$ cat src/rtl/mux4_rr_arbiter_if.sv
// -----------------------------------------------------------------------------
// mux4_rr_arbiter_if
// Bundle of the four-requester / one-consumer bus around mux4_rr_arbiter.
//
// Signals:
//   req      [3:0]  request per source (bit0=A .. bit3=D)
//   A,B,C,D  [W-1:0] per-source data, stable while req is high until ack
//   ack      [3:0]  one-hot, one-cycle capture pulse back to the source
//   sel      [1:0]  index of the granted source (mux select)
//   y        [W-1:0] registered selected word
//   y_valid         y holds a word not yet accepted
//   y_ready         consumer accepts y on an edge with y_valid=1
//   busy            mirror of y_valid
//
// Handshake: a word moves downstream on every rising clk edge where
// y_valid=1 and y_ready=1; while y_valid=1 and y_ready=0 the arbiter keeps
// y and sel frozen, and y_ready is ignored while y_valid=0.
//
// Modports:
//   master : the arbiter side (drives ack/sel/y/y_valid/busy)
//   slave  : the producers + consumer side (drives req/data/y_ready)
// -----------------------------------------------------------------------------
interface mux4_rr_arbiter_if #(
  parameter int WIDTH = 8
);
  logic [3:0]       req;
  logic [WIDTH-1:0] A;
  logic [WIDTH-1:0] B;
  logic [WIDTH-1:0] C;
  logic [WIDTH-1:0] D;
  logic [3:0]       ack;
  logic [1:0]       sel;
  logic [WIDTH-1:0] y;
  logic             y_valid;
  logic             y_ready;
  logic             busy;

  modport master (
    input  req, A, B, C, D, y_ready,
    output ack, sel, y, y_valid, busy
  );

  modport slave (
    output req, A, B, C, D, y_ready,
    input  ack, sel, y, y_valid, busy
  );
endinterface

$ cat src/rtl/mux4_rr_arbiter.sv
// -----------------------------------------------------------------------------
// mux4_rr_arbiter
// Round-robin arbiter in front of a 4:1 mux. Picks one pending source,
// registers its word into y and offers it downstream on a valid/ready
// handshake. One word per cycle when the consumer keeps y_ready high.
//
// Ports:
//   clk          rising-edge clock
//   rst_n        synchronous active-low reset
//   bus          mux4_rr_arbiter_if.master (req, A-D, ack, sel, y,
//                y_valid, y_ready, busy)
//   o_dbg_state  current FSM state (0=IDLE, 1=SEND)
//   o_dbg_ptr    last-grant pointer used by the priority search
// -----------------------------------------------------------------------------
module mux4_rr_arbiter #(
  parameter int WIDTH = 8
) (
  input  logic                clk,
  input  logic                rst_n,
  mux4_rr_arbiter_if.master   bus,
  output logic                o_dbg_state,
  output logic [1:0]          o_dbg_ptr
);

  typedef enum logic {
    ST_IDLE = 1'b0,
    ST_SEND = 1'b1
  } state_t;

  state_t           r_state;
  logic [1:0]       r_ptr;
  logic [1:0]       r_sel;
  logic [WIDTH-1:0] r_y;
  logic             r_valid;
  logic [3:0]       r_ack;

  logic [3:0]       w_elig;
  logic [1:0]       w_base;
  logic [1:0]       w_idx;
  logic [1:0]       w_win;
  logic             w_found;
  logic [WIDTH-1:0] w_data;

  // A source whose ack is on the wire this cycle may still hold req high
  // while it reacts; masking it avoids granting the same word twice.
  assign w_elig = bus.req & ~r_ack;

  // On an accept edge the pointer becomes sel in the same edge, so the
  // search must already start from sel. In IDLE the stored pointer is used
  // (it only differs from sel right after reset).
  assign w_base = (r_state == ST_SEND) ? r_sel : r_ptr;

  // Search base+1 .. base+4 (mod 4); the first eligible source wins.
  always_comb begin
    w_win   = w_base;
    w_found = 1'b0;
    w_idx   = w_base;
    for (int i = 1; i <= 4; i++) begin
      w_idx = w_base + 2'(i);
      if (!w_found && w_elig[w_idx]) begin
        w_win   = w_idx;
        w_found = 1'b1;
      end
    end
  end

  always_comb begin
    w_data = bus.A;
    case (w_win)
      2'd0:    w_data = bus.A;
      2'd1:    w_data = bus.B;
      2'd2:    w_data = bus.C;
      default: w_data = bus.D;
    endcase
  end

  always_ff @(posedge clk) begin
    if (!rst_n) begin
      r_state <= ST_IDLE;
      r_ptr   <= 2'd3;
      r_sel   <= 2'd0;
      r_y     <= '0;
      r_valid <= 1'b0;
      r_ack   <= 4'b0000;
    end else begin
      r_ack <= 4'b0000;
      case (r_state)
        ST_IDLE: begin
          if (w_found) begin
            r_y     <= w_data;
            r_sel   <= w_win;
            r_valid <= 1'b1;
            r_ack   <= 4'b0001 << w_win;
            r_state <= ST_SEND;
          end
        end
        ST_SEND: begin
          if (bus.y_ready) begin
            r_ptr <= r_sel;
            if (w_found) begin
              r_y     <= w_data;
              r_sel   <= w_win;
              r_ack   <= 4'b0001 << w_win;
            end else begin
              // y and sel keep their last values while idle.
              r_valid <= 1'b0;
              r_state <= ST_IDLE;
            end
          end
        end
        default: r_state <= ST_IDLE;
      endcase
    end
  end

  assign bus.ack     = r_ack;
  assign bus.sel     = r_sel;
  assign bus.y       = r_y;
  assign bus.y_valid = r_valid;
  assign bus.busy    = r_valid;

  assign o_dbg_state = r_state;
  assign o_dbg_ptr   = r_ptr;

endmodule

$ cat src/flat_wrapper.sv
// flat-port wrapper written by rule: the top's interface ports become plain ports
module mux4_rr_arbiter_flat 
#(
  parameter int WIDTH = 8
)
  (clk, rst_n, o_dbg_state, o_dbg_ptr, bus_req, bus_A, bus_B, bus_C, bus_D, bus_y_ready, bus_ack, bus_sel, bus_y, bus_y_valid, bus_busy);
  mux4_rr_arbiter_if #(.WIDTH(WIDTH)) bus_i ();
  input  logic clk;
  input  logic rst_n;
  output logic o_dbg_state;
  output logic [1:0] o_dbg_ptr;
  input wire logic [$bits(bus_i.req)-1:0] bus_req;
  input wire logic [$bits(bus_i.A)-1:0] bus_A;
  input wire logic [$bits(bus_i.B)-1:0] bus_B;
  input wire logic [$bits(bus_i.C)-1:0] bus_C;
  input wire logic [$bits(bus_i.D)-1:0] bus_D;
  input wire logic [$bits(bus_i.y_ready)-1:0] bus_y_ready;
  output wire logic [$bits(bus_i.ack)-1:0] bus_ack;
  output wire logic [$bits(bus_i.sel)-1:0] bus_sel;
  output wire logic [$bits(bus_i.y)-1:0] bus_y;
  output wire logic [$bits(bus_i.y_valid)-1:0] bus_y_valid;
  output wire logic [$bits(bus_i.busy)-1:0] bus_busy;
  assign bus_i.req = bus_req;
  assign bus_i.A = bus_A;
  assign bus_i.B = bus_B;
  assign bus_i.C = bus_C;
  assign bus_i.D = bus_D;
  assign bus_i.y_ready = bus_y_ready;
  assign bus_ack = bus_i.ack;
  assign bus_sel = bus_i.sel;
  assign bus_y = bus_i.y;
  assign bus_y_valid = bus_i.y_valid;
  assign bus_busy = bus_i.busy;
  mux4_rr_arbiter #(.WIDTH(WIDTH)) u_core (.clk(clk), .rst_n(rst_n), .bus(bus_i), .o_dbg_state(o_dbg_state), .o_dbg_ptr(o_dbg_ptr));
endmodule
$ cat config.mk
export PLATFORM = sky130hd
export DESIGN_NAME = mux4_rr_arbiter_flat
export DESIGN_NICKNAME = d
export VERILOG_FILES = /design/src/rtl/mux4_rr_arbiter_if.sv /design/src/rtl/mux4_rr_arbiter.sv /design/src/flat_wrapper.sv
export SDC_FILE = /design/constraint.sdc
export NUM_CORES = 1
export LEC_CHECK = 0
export CAP_MARGIN = 10
export CELL_PAD_IN_SITES_DETAIL_PLACEMENT = 0
export CELL_PAD_IN_SITES_GLOBAL_PLACEMENT = 1
export CORE_MARGIN = 2
export CORE_UTILIZATION = 28
export CTS_BUF_LIST = sky130_fd_sc_hd__clkbuf_8
export DETAILED_ROUTE_END_ITERATION = 6
export PLACE_DENSITY_LB_ADDON = 0.1
export SLEW_MARGIN = 20
export SYNTH_ARGS = -nofsm -noshare
export SYNTH_HDL_FRONTEND = slang
export SYNTH_SLANG_ARGS = --single-unit
$ cat constraint.sdc
create_clock -name clk -period 3.3 [get_ports clk]
set_clock_uncertainty 0.15 [all_clocks]
set_input_delay 0.66 -clock clk [delete_from_list [all_inputs] [get_ports clk]]
set_output_delay 0.66 -clock clk [all_outputs]
set_load 0.1 [all_outputs]
==> results.yml, run 1 <==
clocking:
  clk_pin_slew_worst_paths_ns: 0.06
  root_buffer: "clkbuf_8"
  cts_buffers: 3
  cts_setup_buffers: 0
  ctsResizeCount: 0
  cts.path.max_buffers: 2
  cts_tree: "built"
  htree_levels: 1
  postCtsHoldBufs: 0
  clock_latency_ns: 0.25
  cts.sinks: 18
global_routing:
  grt-ovfl-total: 0
  grt_pass1_wl_mm: 3.981
  grt_max_degree: 22
  track_usage_pct: 14.02
  antenna_found_initial: 0
  grt_pass1_vias: 942
die:
  dieWidth_um: 61.78
  die_y_um: 61.78
  initial_core_util_pct: 30.12
  coreArea_um2: 3103
  io_pins: 58
  rows: 20
  die_area_um2: 3816
critical_path:
  path_max_fanout: 10
  ff2ff_setup_slack_ns: 0.85
  timing.rr.end: "u_core.bus.y[7]"
  end_kind: "register"
  slowest_delay_ns: 0.73
  slowest_stage: "or4_1"
  path_buf_inv: 1
  crit_chain: "clkdlybuf4s50_1 -> nor2b_1 -> a221oi_2 -> o22ai_1 -> or4_1 -> o221ai_1"
  cp.arrival_ns: 2.66
  crit_type: "input pin to register"
  cp_top_family: "simple AND/OR/NAND/NOR gates"
  cp-start-kind: "input pin"
  reg2reg_depth: 5
  rr_startpoint: "u_core.o_dbg_state"
  crit_path_start: "bus_req[1]"
  path_depth: 6
  crit_end: "u_core.bus.y[7]"
  crit_required_ns: 3.30
timing:
  min_period_over_period_pct: 80.59
  slew_violations: 0
  fin_ws_ns: 0.6405
  period_minus_slack_ns: 2.660
  maxSlewHeadroom_pct: 63.12
  rsz0062_at_grt: "false"
  timing.final.hold_violations: 0
  clock.fmax_mhz: 376.0
  worst_pin_slew_ns: 0.5460
  setup_viol: 0
  whs_ns: 0.3217
  tns_ns: 0
routing:
  wire_per_inst_um: 12.19
  drt-total-wl_mm: 2.413
  drt_iter0_drc: 19
  via_per_inst: 4.737
  antenna_left: 0
  drc: 0
  drtPass1Iterations: 4
  vias: 938
cells_and_area:
  area_growth_pct: 63.99
  nets: 195
  multi_input_area_um2: 541.8
  fill_cells: 325
  diodes: 0
  final_core_util_pct: 49.40
  drive_gt1_share_pct: 18.18
  regArea_um2: 360.3
logic_synthesis:
  synth_ff_type: "dfxtp_1"
  ys_top_cells_by_area: "dfxtp_1, mux2i_1, o221ai_1"
  synth-seq-area-share_pct: 38.55
  synth_top_area_share_pct: 38.55
  ys_ff_latch: 18
  async_flop_share_pct: 0
  synthesis.area_um2: 934.6
  postSynthNetCount: 137
  ys_types: 27
  yosysWarnings: 0
  synth_area_per_cell_um2: 9.537
  synth_common_cells: "dfxtp_1, mux2i_1, nand2_1, o221ai_1"
  synth_area_leader_cell: "dfxtp_1"
  synth-edff-count: 0
  syn_inst: 98
power_and_ir_drop:
  p_clk_share_pct: 15.1
  swShare_pct: 48.98
  ir_drop_mv: 0.2764
  powerDensity_nw_per_um2: 639.5
  pwr-share-seq_pct: 28.7
  comb_power_share_pct: 56.2
  intPower_uw: 500.1
  p_leak_uw: 0.0006613
  p_sw_uw: 480.1
placement:
  detailedPlace.worstSlack_ns: 0.3951
  dp_hpwl_mm: 1.926
  port_buffers: 57
  gp_congestion: 0.7246
hold_path:
  hp-start: "u_core.bus.y[1]"
  hold_path_class: "register to register"
job:
  drv_cap: 0
run_status:
  outcome: "completed"
## worst reg2reg max path, cell delays in order (launching register included)
cell,delay (ns)
dfxtp_1,0.52
mux2_4,0.37
a221oi_2,0.17
o22ai_1,0.13
or4_1,0.73
o221ai_1,0.28
## cells in the final DEF (no fill, tap or decap)
cell type	Yosys	layout
a211oi_1	1	1
a21oi_2	0	1
a221oi_1	1	1
a221oi_2	1	1
a31oi_1	1	1
a41oi_1	1	1
buf_4	1	20
clkbuf_8	0	3
clkdlybuf4s50_1	0	38
dfxtp_1	18	18
inv_1	1	1
mux2_2	1	1
mux2_4	1	1
mux2i_1	18	18
nand2_1	12	12
nand2b_1	4	4
nand3_1	5	5
nor2_1	6	6
nor2b_1	6	6
nor3_1	1	1
o21a_1	1	1
o221a_2	1	1
o221ai_1	8	8
o22ai_1	2	2
o41a_1	1	1
or4_1	1	1
## layer usage
| metal | part of all wire [%] | GRT usage (%) | vias up |
|---|---|---|---|
| met5 | 0 | 0 | - |
| met4 | 1.1 | 6.383 | 0 |
| met3 | 7.5 | 3.313 | 4 |
| met2 | 49 | 24.06 | 35 |
| met1 | 42 | 16.54 | 417 |
| li1 | - | - | 482 |
## worst min path at each step
| stage | endpoint | cells past startpoint |
|---|---|---|
| detailed placement | u_core.bus.y[2] | 2 |
| CTS | u_core.bus.y[5] | 2 |
| global placement | u_core.bus.y[6] | 2 |
| finish | u_core.bus.y[1] | 2 |
| floorplan | u_core.o_dbg_ptr[0] | 1 |
| global route | u_core.bus.y[1] | 2 |
## power by group through the flow
stage          Clock [uW]  Combinational (uW)  Sequential, uW
6_report              148                 551             281
5_1_grt               162                 580             285
4_1_cts               152                 557             281
3_5_place_dp            0                 556             285
3_3_place_gp            0                 554             286
2_1_floorplan           0                 158             546
## logic make-up (layout without fill, tap and decap cells)
kind of cell	Yosys count	count (layout)	synth area share [%]
mux	20	20	22.09
flops	18	18	38.55
simple gates	35	35	17.94
compound gates	19	19	17.54
buf+inv	6	62	3.882
## per-stage QoR
step	area, um^2	total power (uW)	instances
2_1_floorplan	934.6	703.9	98
3_3_place_gp	1491	839.2	195
3_5_place_dp	1491	841.6	195
4_1_cts	1533	989.9	198
5_1_grt	1533	1027	198
6_report	1533	980.2	198
## sequential cells by signal (all words and copies together) (netlist names)
register	cells
u_core.bus.ack	4
u_core.bus.busy	1
u_core.bus.sel	2
u_core.bus.y	8
u_core.o_dbg_ptr	2
u_core.o_dbg_state	1
## area by class of cell
type                            instances  area share, %
Inverter                                1         0.2449
Tap cell                               44          3.592
Clock buffer                            3          2.694
Multi-Input combinational cell         74          35.35
Sequential cell                        18          23.51
Timing Repair Buffer                   58          34.61
Power figures use the tool's default switching activity.
==> run 2, diff against run 1 <==
CORE_UTILIZATION = 24   (was 28)
clock period = 2.3 ns   (was 3.3 ns; I/O delays follow)
==> results.yml, run 2 (synthesized netlist as in run 1, its figures left out) <==
cells_and_area:
  drive_gt1_share_pct: 39.88
  largest_register_ffs: 8
  fill_cells: 354
  fin_area_um2: 1813
  final_cell_mix: "clkdlybuf4s50_1, buf_4, mux2i_1"
  nets: 213
  area_growth_pct: 93.98
  final_core_util_pct: 48.79
  diodes: 0
global_routing:
  grt_pass1_wl_mm: 4.381
  track_usage_pct: 13.17
  grt_max_degree: 22
  grt_pass1_vias: 983
  antenna_found_initial: 0
  grt-ovfl-total: 0
placement:
  dp_hpwl_mm: 2.203
  port_buffers: 57
  detailedPlace.worstSlack_ns: -0.2645
  dpl_cell_area_um2: 1629
  gp_congestion: 0.7656
timing:
  setup_viol: 0
  period_minus_slack_ns: 2.243
  maxSlewHeadroom_pct: 71.68
  slew_violations: 0
  tns_ns: 0
  clock.fmax_mhz: 445.7
  timing.final.hold_violations: 0
  min_period_over_period_pct: 97.54
  worst_pin_slew_ns: 0.4130
  fin_ws_ns: 0.05655
die:
  dieWidth_um: 66.41
  initial_core_util_pct: 25.15
  die_y_um: 66.41
  die_area_um2: 4410
  io_pins: 58
  rows: 22
  coreArea_um2: 3716
critical_path:
  crit_type: "input pin to register"
  end_kind: "register"
  slowest_stage: "or4_4"
  slowest_delay_ns: 0.58
  cp_top_family: "simple AND/OR/NAND/NOR gates"
  crit_required_ns: 2.33
  cp-start-kind: "input pin"
  path_buf_inv: 2
  path_max_fanout: 5
  cp.arrival_ns: 2.27
  crit_chain: "clkdlybuf4s50_1 -> nor2b_2 -> o221a_2 -> o22ai_2 -> or4_4 -> buf_6 -> o221ai_2"
  ff2ff_setup_slack_ns: 0.09
clocking:
  root_buffer: "clkbuf_8"
  clock_latency_ns: 0.25
  htree_levels: 1
  cts.sinks: 18
  cts_tree: "built"
  cts.path.max_buffers: 2
  cts_buffers: 3
  clk_pin_slew_worst_paths_ns: 0.07
power_and_ir_drop:
  p_leak_uw: 0.0008164
  power_uw: 1585
  ir_drop_mv: 0.3790
  powerDensity_nw_per_um2: 874.2
routing:
  drt-total-wl_mm: 2.947
  drt_iter0_drc: 27
  vias: 1046
  via_per_inst: 4.733
  wire_per_inst_um: 13.33
  antenna_left: 0
  drtPass1Iterations: 4
  drc: 0
job:
  drv_cap: 0
hold_path:
  hold_path_class: "register to register"
run_status:
  outcome: "completed"
run 2: timing repair:
action	4_1_cts	5_1_grt
hold endpoints to repair	0	0
cloned	0	1
resized for setup	1	22
pin swaps	0	8
setup buffers	0	3
setup endpoints to repair	1	8
hold buffers	0	0
run 2: metal layers:
| layer | wire length, um | GRT usage, % | part of all wire [%] | vias to the layer above |
|---|---|---|---|---|
| met5 | 0 | 0 | 0 | - |
| met4 | 18 | 3.827 | 0.61 | 0 |
| met3 | 224 | 5.281 | 7.6 | 2 |
| met2 | 1479 | 22.00 | 50 | 38 |
| met1 | 1225 | 15.42 | 42 | 492 |
| li1 | - | - | - | 514 |
run 2: power breakdown:
group          internal (uW)  switching [uW]  leakage (uW)  total, uW
combinational            316             601      0.000637        918
clock                    152             105     0.0000288        257
sequential               370            40.5      0.000151        410
total                    838             747      0.000816       1580
run 2: worst paths after layout:
| path | startpoint | to | cells after the start |
|---|---|---|---|
| worst min-delay path | u_core.bus.y[7] | u_core.bus.y[7] | 2 |
| worst min register to register | u_core.bus.y[7] | u_core.bus.y[7] | 2 |
| worst max-delay path | bus_req[0] | u_core.bus.y[3] | 7 |
| worst max register to register | u_core.o_dbg_state | u_core.bus.y[3] | 6 |
run 2: cell type report:
cell class / count / area, um^2 / area share, %
Timing Repair Buffer: 76 / 693.2 / 38.23
Multi-Input combinational cell: 74 / 625.6 / 34.51
Sequential cell: 18 / 375.4 / 20.70
Tap cell: 48 / 60.06 / 3.313
Clock buffer: 4 / 55.05 / 3.037
Inverter: 1 / 3.754 / 0.2070
run 2: tightest hold or removal path: stages, from the launching register on:
cell and delay (ns):
dfxtp_1 0.33, nand2_1 0.06, o221ai_2 0.05
run 2: metrics by stage:
step / instances / hold slack (ns)
final: 221 / 0.3213
after global routing: 221 / 0.3407
after CTS: 217 / 0.3184
after detailed placement: 213 / 0.3004
after global placement: 213 / 0.3003
after floorplan: 98 / 0.3818
==> run 3, diff against run 2 <==
HOLD_SLACK_MARGIN = 0.03   (was not set)
REMOVE_ABC_BUFFERS = 1   (was not set)
==> results.yml, run 3 (synthesized netlist as in run 1, its figures left out) <==
power_and_ir_drop:
  p_leak_uw: 0.0008077
  powerDensity_nw_per_um2: 857.0
  ir_drop_mv: 0.3870
die:
  dieWidth_um: 66.41
  rows: 22
  io_pins: 58
  die_area_um2: 4410
  initial_core_util_pct: 25.15
  die_y_um: 66.41
  coreArea_um2: 3716
timing:
  min_period_over_period_pct: 99.70
  fin_ws_ns: 0.006948
  timing.final.hold_violations: 0
  slew_violations: 0
  setup_viol: 0
  maxSlewHeadroom_pct: 62.94
  clock.fmax_mhz: 436.1
  period_minus_slack_ns: 2.293
  worst_pin_slew_ns: 0.5538
clocking:
  clock_latency_ns: 0.25
  htree_levels: 1
  cts_tree: "built"
  cts.path.max_buffers: 2
  cts_buffers: 3
  cts.sinks: 18
  clk_pin_slew_worst_paths_ns: 0.07
  root_buffer: "clkbuf_8"
global_routing:
  antenna_found_initial: 0
  grt_pass1_wl_mm: 4.064
  grt-ovfl-total: 0
  track_usage_pct: 12.13
  grt_max_degree: 12
  grt_pass1_vias: 893
routing:
  drc: 0
  drtPass1Iterations: 4
  drt-total-wl_mm: 2.862
  vias: 1026
  drt_iter0_drc: 25
  antenna_left: 0
  wire_per_inst_um: 13.13
  via_per_inst: 4.706
run_status:
  outcome: "completed"
critical_path:
  crit_type: "input pin to register"
  cp.arrival_ns: 2.32
  path_max_fanout: 5
  end_kind: "register"
  cp-start-kind: "input pin"
  crit_required_ns: 2.32
job:
  drv_cap: 0
cells_and_area:
  final_cell_mix: "clkdlybuf4s50_1, buf_4, mux2i_1"
  drive_gt1_share_pct: 32.94
  final_cells: 218
  nets: 211
  diodes: 0
  largest_register_ffs: 8
  final_core_util_pct: 47.74
  final_common_cell: "clkdlybuf4s50_1"
  area_growth_pct: 89.83
placement:
  dp_hpwl_mm: 2.231
  port_buffers: 57
  gp_congestion: 0.8576
  dp.cells: 213
  detailedPlace.worstSlack_ns: -0.2749
hold_path:
  hold_path_class: "register to register"
run 3: stage by stage:
stage | power, uW | hold WS [ns] | area [um^2] | TNS [ns]
floorplan | 1004 | 0.3818 | 902.1 | -15.94
global placement | 1255 | 0.2991 | 1614 | -2.097
detailed placement | 1258 | 0.3004 | 1614 | -2.440
CTS | 1474 | 0.3159 | 1655 | 0
global route | 1594 | 0.3430 | 1774 | -0.1742
finish | 1520 | 0.3176 | 1774 | 0
run 3: report_power, final:
group | switching (uW) | internal, uW
registers | 39.4 | 366
logic | 589 | 311
clock network | 98.7 | 116
run 3: critical path: stages:
cell	delay (ns)
clkdlybuf4s50_1	0.49
nor2b_4	0.16
o221a_2	0.20
o22ai_2	0.08
or4_4	0.59
clkbuf_16	0.18
o221ai_2	0.16
run 3: final timing paths:
check | from | endpoint | slack, ns | depth (start not counted)
hold / removal | u_core.bus.y[5] | u_core.bus.y[5] | 0.32 | 2
setup reg to reg | u_core.o_dbg_state | u_core.bus.y[0] | 0.10 | 6
hold reg to reg | u_core.bus.y[5] | u_core.bus.y[5] | 0.32 | 2
setup / recovery | bus_req[0] | u_core.bus.y[0] | 0.007 | 7
run 3: metal layers:
metal	share of wire (%)	GRT usage, %	vias up
li1	-	-	516
met1	41	15.25	466
met2	52	20.38	42
met3	6.5	4.259	2
met4	0.56	1.531	0
met5	0	0	-
run 3: cell type report:
cell class	instances	area, um^2
fillers	374	1942
repair buffers	74	695.7
multi-input cells	74	611.8
flip-flops and latches	18	361.6
well taps	48	60.06
clock buffers	3	41.29
inverters	1	3.754
run 3: timing repair:
item / CTS / global route
endpoints found under the setup margin: 0 / 10
gates resized for setup: 0 / 20
hold buffers: 0 / 0
buffers inserted: 0 / 1
